**src/rtl/cpu_ctrl_pkg.sv**
```systemverilog
// Shared definitions for the multicycle CPU control path: state codes, opcodes,
// ALUOp codes (also used by ALUControl) and the decoded control word.
package cpu_ctrl_pkg;

    typedef enum logic [3:0] {
        S_FETCH   = 4'd0,
        S_DECODE  = 4'd1,
        S_MEMADDR = 4'd2,
        S_MEMRD   = 4'd3,
        S_MEMWB   = 4'd4,
        S_MEMWR   = 4'd5,
        S_REXEC   = 4'd6,
        S_RWB     = 4'd7,
        S_BRANCH  = 4'd8,
        S_JUMP    = 4'd9,
        S_IEXEC   = 4'd10,
        S_IWB     = 4'd11
    } state_t;

    localparam logic [3:0] OP_RTYPE = 4'b0000;
    localparam logic [3:0] OP_ADDI  = 4'b0001;
    localparam logic [3:0] OP_LW    = 4'b0010;
    localparam logic [3:0] OP_SW    = 4'b0011;
    localparam logic [3:0] OP_BEQ   = 4'b0100;
    localparam logic [3:0] OP_JMP   = 4'b0101;

    localparam logic [1:0] ALUOP_ADD   = 2'b00;
    localparam logic [1:0] ALUOP_SUB   = 2'b01;
    localparam logic [1:0] ALUOP_FUNCT = 2'b10;
    localparam logic [1:0] ALUOP_IMM   = 2'b11;

    localparam logic [1:0] SRCB_REG    = 2'b00;
    localparam logic [1:0] SRCB_FOUR   = 2'b01;
    localparam logic [1:0] SRCB_IMM    = 2'b10;
    localparam logic [1:0] SRCB_OFFSET = 2'b11;

    localparam logic [1:0] PCSRC_ALU    = 2'b00;
    localparam logic [1:0] PCSRC_ALUOUT = 2'b01;
    localparam logic [1:0] PCSRC_JUMP   = 2'b10;

    // fetch_wr marks the FETCH-cycle IR/PC writes that only fire once memory is ready
    typedef struct packed {
        logic       pc_write;
        logic       pc_write_cond;
        logic       iord;
        logic       mem_read;
        logic       mem_write;
        logic       fetch_wr;
        logic       mem_to_reg;
        logic       reg_dst;
        logic       reg_write;
        logic       alu_src_a;
        logic [1:0] alu_src_b;
        logic [1:0] alu_op;
        logic [1:0] pc_source;
    } ctrl_word_t;

    function automatic logic opcode_legal(input logic [3:0] op);
        return (op <= OP_JMP);
    endfunction

endpackage

```
**src/rtl/ctrl_word_decode.sv**
```systemverilog
// Pure combinational map from FSM state to the Moore control word.
module ctrl_word_decode
    import cpu_ctrl_pkg::*;
(
    input  state_t     state,
    output ctrl_word_t cw
);

    always_comb begin
        cw = '0;
        case (state)
            S_FETCH: begin
                cw.mem_read  = 1'b1;
                cw.fetch_wr  = 1'b1;
                cw.alu_src_b = SRCB_FOUR;
                cw.alu_op    = ALUOP_ADD;
            end
            S_DECODE: begin
                cw.alu_src_b = SRCB_OFFSET;
                cw.alu_op    = ALUOP_ADD;
            end
            S_MEMADDR: begin
                cw.alu_src_a = 1'b1;
                cw.alu_src_b = SRCB_IMM;
                cw.alu_op    = ALUOP_ADD;
            end
            S_MEMRD: begin
                cw.mem_read = 1'b1;
                cw.iord     = 1'b1;
            end
            S_MEMWB: begin
                cw.reg_write  = 1'b1;
                cw.mem_to_reg = 1'b1;
            end
            S_MEMWR: begin
                cw.mem_write = 1'b1;
                cw.iord      = 1'b1;
            end
            S_REXEC: begin
                cw.alu_src_a = 1'b1;
                cw.alu_src_b = SRCB_REG;
                cw.alu_op    = ALUOP_FUNCT;
            end
            S_RWB: begin
                cw.reg_write = 1'b1;
                cw.reg_dst   = 1'b1;
            end
            S_BRANCH: begin
                cw.alu_src_a     = 1'b1;
                cw.alu_op        = ALUOP_SUB;
                cw.pc_write_cond = 1'b1;
                cw.pc_source     = PCSRC_ALUOUT;
            end
            S_JUMP: begin
                cw.pc_write  = 1'b1;
                cw.pc_source = PCSRC_JUMP;
            end
            S_IEXEC: begin
                cw.alu_src_a = 1'b1;
                cw.alu_src_b = SRCB_IMM;
                cw.alu_op    = ALUOP_IMM;
            end
            S_IWB: begin
                cw.reg_write = 1'b1;
            end
            default: ;
        endcase
    end

endmodule

```
**src/rtl/multicycle_control.sv**
```systemverilog
// Multicycle CPU main control FSM: state register, next-state logic and
// reset/MemReady gating of the write enables around the decoded control word.
module multicycle_control
    import cpu_ctrl_pkg::*;
(
    input  logic       Clock,
    input  logic       Reset,
    input  logic [3:0] Opcode,
    input  logic       MemReady,
    output logic       PCWrite,
    output logic       PCWriteCond,
    output logic       IorD,
    output logic       MemRead,
    output logic       MemWrite,
    output logic       IRWrite,
    output logic       MemtoReg,
    output logic       RegDst,
    output logic       RegWrite,
    output logic       ALUSrcA,
    output logic [1:0] ALUSrcB,
    output logic [1:0] ALUOp,
    output logic [1:0] PCSource,
    output logic [3:0] State,
    output logic       Illegal
);

    state_t     cur_state;
    state_t     next_state;
    state_t     view_state;
    ctrl_word_t cw;
    logic       run;

    always_ff @(posedge Clock) begin
        if (Reset) begin
            cur_state <= S_FETCH;
        end else begin
            cur_state <= next_state;
        end
    end

    always_comb begin
        next_state = S_FETCH;
        case (cur_state)
            S_FETCH:   next_state = MemReady ? S_DECODE : S_FETCH;
            S_DECODE: begin
                case (Opcode)
                    OP_RTYPE:     next_state = S_REXEC;
                    OP_ADDI:      next_state = S_IEXEC;
                    OP_LW, OP_SW: next_state = S_MEMADDR;
                    OP_BEQ:       next_state = S_BRANCH;
                    OP_JMP:       next_state = S_JUMP;
                    default:      next_state = S_FETCH;
                endcase
            end
            // Opcode is re-sampled here; anything but LW/SW abandons the access
            S_MEMADDR: begin
                if (Opcode == OP_LW) begin
                    next_state = S_MEMRD;
                end else if (Opcode == OP_SW) begin
                    next_state = S_MEMWR;
                end else begin
                    next_state = S_FETCH;
                end
            end
            S_MEMRD:   next_state = MemReady ? S_MEMWB : S_MEMRD;
            S_MEMWR:   next_state = MemReady ? S_FETCH : S_MEMWR;
            S_REXEC:   next_state = S_RWB;
            S_IEXEC:   next_state = S_IWB;
            default:   next_state = S_FETCH;
        endcase
    end

    // During reset the datapath selects show FETCH values while every enable is held low
    assign run        = ~Reset;
    assign view_state = Reset ? S_FETCH : cur_state;

    ctrl_word_decode u_decode (
        .state (view_state),
        .cw    (cw)
    );

    assign PCWrite     = run & (cw.pc_write | (cw.fetch_wr & MemReady));
    assign IRWrite     = run & cw.fetch_wr & MemReady;
    assign PCWriteCond = run & cw.pc_write_cond;
    assign MemRead     = run & cw.mem_read;
    assign MemWrite    = run & cw.mem_write;
    assign RegWrite    = run & cw.reg_write;
    assign Illegal     = run & (cur_state == S_DECODE) & ~opcode_legal(Opcode);

    assign IorD     = cw.iord;
    assign MemtoReg = cw.mem_to_reg;
    assign RegDst   = cw.reg_dst;
    assign ALUSrcA  = cw.alu_src_a;
    assign ALUSrcB  = cw.alu_src_b;
    assign ALUOp    = cw.alu_op;
    assign PCSource = cw.pc_source;
    assign State    = view_state;

endmodule

```
**config.mk**
```make
export PLATFORM = sky130hd
export DESIGN_NAME = multicycle_control
export DESIGN_NICKNAME = d
export VERILOG_FILES = /design/src/rtl/cpu_ctrl_pkg.sv /design/src/rtl/ctrl_word_decode.sv /design/src/rtl/multicycle_control.sv
export SDC_FILE = /design/constraint.sdc
export NUM_CORES = 1
export LEC_CHECK = 0
export CORE_AREA = 2 2 39 41
export CTS_CLUSTER_DIAMETER = 40
export DETAILED_ROUTE_END_ITERATION = 16
export DIE_AREA = 0 0 41 43
export DONT_BUFFER_PORTS = 1
export GPL_ROUTABILITY_DRIVEN = 0
export GPL_TIMING_DRIVEN = 0
export SLEW_MARGIN = 20
export SYNTH_ARGS = -nofsm -noshare
export SYNTH_HDL_FRONTEND = slang
export SYNTH_SLANG_ARGS = --single-unit
```
**constraint.sdc**
```tcl
create_clock -name Clock -period 2.2 [get_ports Clock]
set_input_delay 0.33 -clock Clock [delete_from_list [all_inputs] [get_ports Clock]]
set_output_delay 0.33 -clock Clock [all_outputs]
set_load 0.02 [all_outputs]
```
---- Word-level counts from Yosys, hierarchy flattened ----
Index checks and enable logic that the tools add are counted.
cells by class
  reductions and logical operators ........ 9
  $lt $le $gt $ge ......................... 1
  bitwise operators ....................... 13
  add/sub/neg operators ................... 0
  equality and inequality tests ........... 22
  multiply operators ...................... 0
  multiplexer cells ....................... 21
  shifts and indexed selects .............. 0
  divide/modulo/power cells ............... 0
operators with widths
  operator              number
  $eq A4 B3 Y1 const B  8
  $pmux W4 S7           1
  $eq A4 B2 Y1 const B  6
  $eq A4 B4 Y1 const B  5
  $pmux W4 S5           1
  $eq A4 B1 Y1 const B  3
  $logic_not A4 Y1      3
  $mux W3               4
  $pmux W2 S3           2
  $mux W1               11
  $and A1 B1 Y1         10
  $reduce_or A2 Y1      4
  $le A4 B3 Y1 const B  1
  $mux W4               1
  $pmux W2 S2           1
  $reduce_or A4 Y1      1
  $reduce_or A3 Y1      1
  $not A1 Y1            2
  $or A1 B1 Y1          1
storage, ports and cells
  bits in read-only memories .............. 0
  logic and storage cells ................. 67
  latch bits .............................. 0
  bits of input ports ..................... 7
  memories ................................ 0
  bits in writable memories ............... 0
  register bits ........................... 4
  output and inout port bits .............. 21

---- Depth between registers and ports, before layout ----
  depth in word-level cells ............... 6
  depth in mapped cells ................... 6
  mapped depth without buffers ............ 4

---- Cells and area by module ----
A second synthesis with hierarchy kept.
second synthesis, totals
  cells, all modules ...................... 83
  area, all modules ....................... 563.0 µm²
by module, submodules not included
  module              area an instance (µm²)  cells an instance  times used  seq. area each (µm²)
  multicycle_control  400.4                   55                 1           80.1
  ctrl_word_decode    162.7                   28                 1           0.0

---- Worst setup path after synthesis ----
No wires, ideal clock.
  path kind ............................... reg-to-output
  start ................................... register cur_state[2]
  end ..................................... output ALUSrcA
  path buffers ............................ 2
  path slack .............................. 119 ps
  cell stages (with the launch flop) ...... 4
  arrival ................................. 1751 ps
  data required time ...................... 1870 ps
  cell sequence ........................... dfxtp_1 -> buf_4 -> buf_2 -> a2111oi_0
on the way
  longest elaborated chain between the ends .. 4
  elaborated cells between the ends (all ways) .. 7
  classes of those cells .................. 4 x eq/ne; 2 x mux; 1 x reduce/logical
RTL lines
  what                                        RTL line                  text
  start, declared                             multicycle_control.sv:27  state_t cur_state;
  start signal, assigned                      multicycle_control.sv:37  cur_state <= next_state;
  $mux W4 (*)                                 multicycle_control.sv:75  assign view_state = Reset ? S_FETCH : cur_state;
  $eq A4 B2 Y1, or another cell as far along  ctrl_word_decode.sv:11    case (state)
  $reduce_or A4 Y1 (no line) (*)              -
  $mux W1 (*)                                 ctrl_word_decode.sv:11
  end, declared                               multicycle_control.sv:19  output logic ALUSrcA,
Every way passes the cells marked *; elsewhere a longest branch is shown, timed or not.

---- Worst setup path in the final report ----
  start ................................... register cur_state[1]
  end ..................................... output ALUSrcB[1]
on the way
  longest elaborated chain between the ends .. 4
  elaborated cells between the ends (all ways) .. 7
  classes of those cells .................. 3 x eq/ne; 2 x mux; 2 x reduce/logical
RTL lines
  what                                                 RTL line                  text
  $mux W4 (*)                                          multicycle_control.sv:75
  $eq A4 B2 Y1 / $eq A4 B4 Y1 (equally long branches)  ctrl_word_decode.sv:11
  $reduce_or A2 Y1 (no line)                           -
  $pmux W2 S3 (*)                                      ctrl_word_decode.sv:11
  end, declared                                        multicycle_control.sv:20  output logic [1:0] ALUSrcB,
Marked as above.

==> flow_metrics.env <==
export IMPL_outcome="finished, final reports clean"
export IMPL_max_freq_ghz=0.477
export IMPL_holdCritPathClass="in -> reg"
export IMPL_core_area_um2=1380
export IMPL_setup_slack_ps=103
export IMPL_setup_worst_path_end_class="output port"
export IMPL_rows=14
export IMPL_die_width_um=41
export IMPL_final_instance_count_excl_fill=98
export IMPL_finalNetCount=91
export IMPL_cts_tree="yes"
export IMPL_areaGrowthSynthToFinish_pct=10.1
export IMPL_worst_ir_drop_vdd_mv=0.481
export IMPL_grt_antenna_before_repair=0
export IMPL_synth_top_cells_by_area="sky130_fd_sc_hd__dfxtp_1 (15%), sky130_fd_sc_hd__nor3_1 (8.5%), sky130_fd_sc_hd__nand2b_1 (7.0%), sky130_fd_sc_hd__a21oi_1 (6.6%), sky130_fd_sc_hd__nor2_1 (4.2%)"
export IMPL_port_buffers=0
export IMPL_cell_chain_of_the_critical_path="buf_2, nor2b_1, a21oi_1, nor3_1"
export IMPL_synth_seq_area_share_pct=15.0
export IMPL_post_synth_num_cell_types=32
export IMPL_grt_first_pass_wirelength_um=2060
export IMPL_crit_buf_inv=1
export IMPL_grt_pass1_vias=498
export IMPL_clock_tree_htree_level_count=1
export IMPL_setup_violations=0
export IMPL_grt_start_max_net_pins=11
export IMPL_largest_register_ffs=4
export IMPL_timing_critical_path_arrival_ps=1770
export IMPL_headroom_to_the_max_slew_limit_pct=40.5
export IMPL_top_regs="cur_state (4)"
export IMPL_initial_utilization_pct=38.5
export IMPL_critPathSlowestCell="sky130_fd_sc_hd__nor3_1"
export IMPL_crit_required_ps=1870
export IMPL_detail_route_iter0_violations=11
export IMPL_postSynthRegisterBits=4
export IMPL_detail_route_wirelength_um=1310
export IMPL_globalRouteTotalUtil_pct=16.5
export IMPL_drc_errors=0
export IMPL_netlist_instances=79
export IMPL_syn_mean_instance_area_um2=6.75
export IMPL_tightest_slew_ps=884
export IMPL_die_area_um2=1760
export IMPL_drt_wirelength_per_cell_um=13.4
export IMPL_power_per_cell_area_nw_per_um2=548
export IMPL_totalPowerFinal_uw=321
export IMPL_number_of_synthesized_flops_with_an_enable_pin=0
export IMPL_post_synthesis_cell_area_um2=533
export IMPL_power_static_leakage_uw=0.000201
export IMPL_ios=28
export IMPL_synthDominantCellAreaShare_pct=15.0
export IMPL_dp_worst_setup_slack_ps=238
export IMPL_synth_top_area_cell="sky130_fd_sc_hd__dfxtp_1"
export IMPL_async_set_or_reset_register_ratio_after_synthesis_pct=0
export IMPL_path_max_fanout=10
export IMPL_avgViaCountPerCell=5.98
export IMPL_timing_final_crit_share_pct=95.3
export IMPL_syn_num_nets=86
export IMPL_grt_setup_unrepaired="false"
export IMPL_die_height_um=43
export IMPL_timing_final_crit_period_ps=2100
export IMPL_diodes=0
export IMPL_postLayoutCellArea_um2=587
export IMPL_critical_path_startpoint_type="flip-flop"
export IMPL_cts_hold_buffers=0
export IMPL_registers_top_by_ff_count="cur_state"
export IMPL_timing_final_hold_violations=0
export IMPL_clockRootBuffer="sky130_fd_sc_hd__clkbuf_4"
export IMPL_worst_path_largest_cell_delay_ps=500
export IMPL_insertion_delay_ps=230
export IMPL_setup_worst_path_class="reg -> out"
export IMPL_cts_clk_slew_worst_paths_ps=40
export IMPL_drtAntennaViolNets=0
export IMPL_synth_main_ff_cell="sky130_fd_sc_hd__dfxtp_1"
export IMPL_tritoncts_sink_count=4
export IMPL_global_route_overflow_total=0
export IMPL_worst_path_dominant_cell_family="simple AND/OR/NAND/NOR gates"
export IMPL_fin_util_pct=42.4
export IMPL_firstDrtPassIters=4
export IMPL_final_layout_size_suffix_gt1_share_pct=18.3
export IMPL_cts_buffers=3
export IMPL_place_area_um2=554
export IMPL_place_detailed_instances=95
export IMPL_yosysWarnings=0
export IMPL_max_clock_path_buffers=2
export IMPL_num_vias=586
export IMPL_hpwlAfterDp_um=1020
export IMPL_maxCapViolations=0
export IMPL_skew_ps=3.98
export IMPL_maxSlewViolCount=0
[what timing repair did]
action,CTS,global route
setup buffers,0,0
resized for setup,1,1
endpoints found under the setup margin,1,1
[power breakdown]
group | total [uW] | internal [uW] | switching (uW)
registers | 81.5 | 79.1 | 2.38
clock network | 88.3 | 60.8 | 27.5
logic | 151 | 49.8 | 102
total | 321 | 190 | 132
[cells by family after synthesis]
family,share of synthesized area [%]
simple gates,48.1
compound gates,22.8
buf+inv,10.8
flops,15.0
xor+xnor,3.29
[routing by layer]
| layer | global-route usage (%) | vias to the layer above | wire length [um] |
|---|---|---|---|
| met5 | 0 | - | 0 |
| met4 | 2.00 | 0 | 0 |
| met3 | 6.28 | 0 | 149 |
| met2 | 24.1 | 32 | 568 |
| met1 | 23.2 | 258 | 592 |
| li1 | - | 296 | - |
[per-stage QoR]
step | hold slack, ps | setup TNS [ps]
2_1_floorplan | 505 | 0
3_3_place_gp | 524 | -11.7
3_5_place_dp | 521 | 0
4_1_cts | 273 | 0
5_1_grt | 309 | 0
6_report | 274 | 0
[final timing paths]
kind	start	endpoint	slack (ps)	cells after the start
setup reg to reg	cur_state[1]	cur_state[1]	820	4
hold reg to reg	cur_state[2]	cur_state[2]	730	3
hold / removal	Opcode[1]	cur_state[2]	270	2
setup / recovery	cur_state[1]	ALUSrcB[1]	100	4
[Yosys cell counts, types with 2 or more instances]
library cell               count
sky130_fd_sc_hd__nand2_1       3
sky130_fd_sc_hd__nor2_1        6
sky130_fd_sc_hd__o21ai_0       3
sky130_fd_sc_hd__nand2b_1      6
sky130_fd_sc_hd__nand3_1       2
sky130_fd_sc_hd__nor3_1        9
sky130_fd_sc_hd__nor4_1        3
sky130_fd_sc_hd__dfxtp_1       4
sky130_fd_sc_hd__clkbuf_1      2
sky130_fd_sc_hd__nand3b_1      2
sky130_fd_sc_hd__a21oi_1       7
sky130_fd_sc_hd__nor2b_1       3
sky130_fd_sc_hd__inv_1         3
sky130_fd_sc_hd__buf_2         4
sky130_fd_sc_hd__and3_1        2
sky130_fd_sc_hd__a31oi_1       2
sky130_fd_sc_hd__xnor2_1       2
sky130_fd_sc_hd__or3b_1        2
[cell usage in the layout (no fill, tap or decap), types with 3 or more instances in the layout]
cell type / count
sky130_fd_sc_hd__a21oi_1: 7
sky130_fd_sc_hd__buf_2: 4
sky130_fd_sc_hd__clkbuf_4: 3
sky130_fd_sc_hd__dfxtp_1: 4
sky130_fd_sc_hd__inv_1: 3
sky130_fd_sc_hd__nand2_1: 3
sky130_fd_sc_hd__nand2b_1: 6
sky130_fd_sc_hd__nor2_1: 6
sky130_fd_sc_hd__nor2b_1: 3
sky130_fd_sc_hd__nor3_1: 8
sky130_fd_sc_hd__nor4_1: 3
sky130_fd_sc_hd__o21ai_0: 3
[area by class of cell]
cell class | instances | area [um2]
buffer | 8 | 46.3
sequential | 4 | 80.1
fill | 156 | 797
tap | 16 | 20.0
multi-input combinational | 64 | 407
clock buffer | 3 | 22.5
inverter | 3 | 11.3
[worst register-to-register path: stages (launching register included)]
cell	delay [ps]
sky130_fd_sc_hd__dfxtp_1	420
sky130_fd_sc_hd__nand2b_1	320
sky130_fd_sc_hd__a21oi_1	110
sky130_fd_sc_hd__o21bai_1	310
sky130_fd_sc_hd__nor2_1	100
Note: power is estimated with default switching activity, not from simulation.
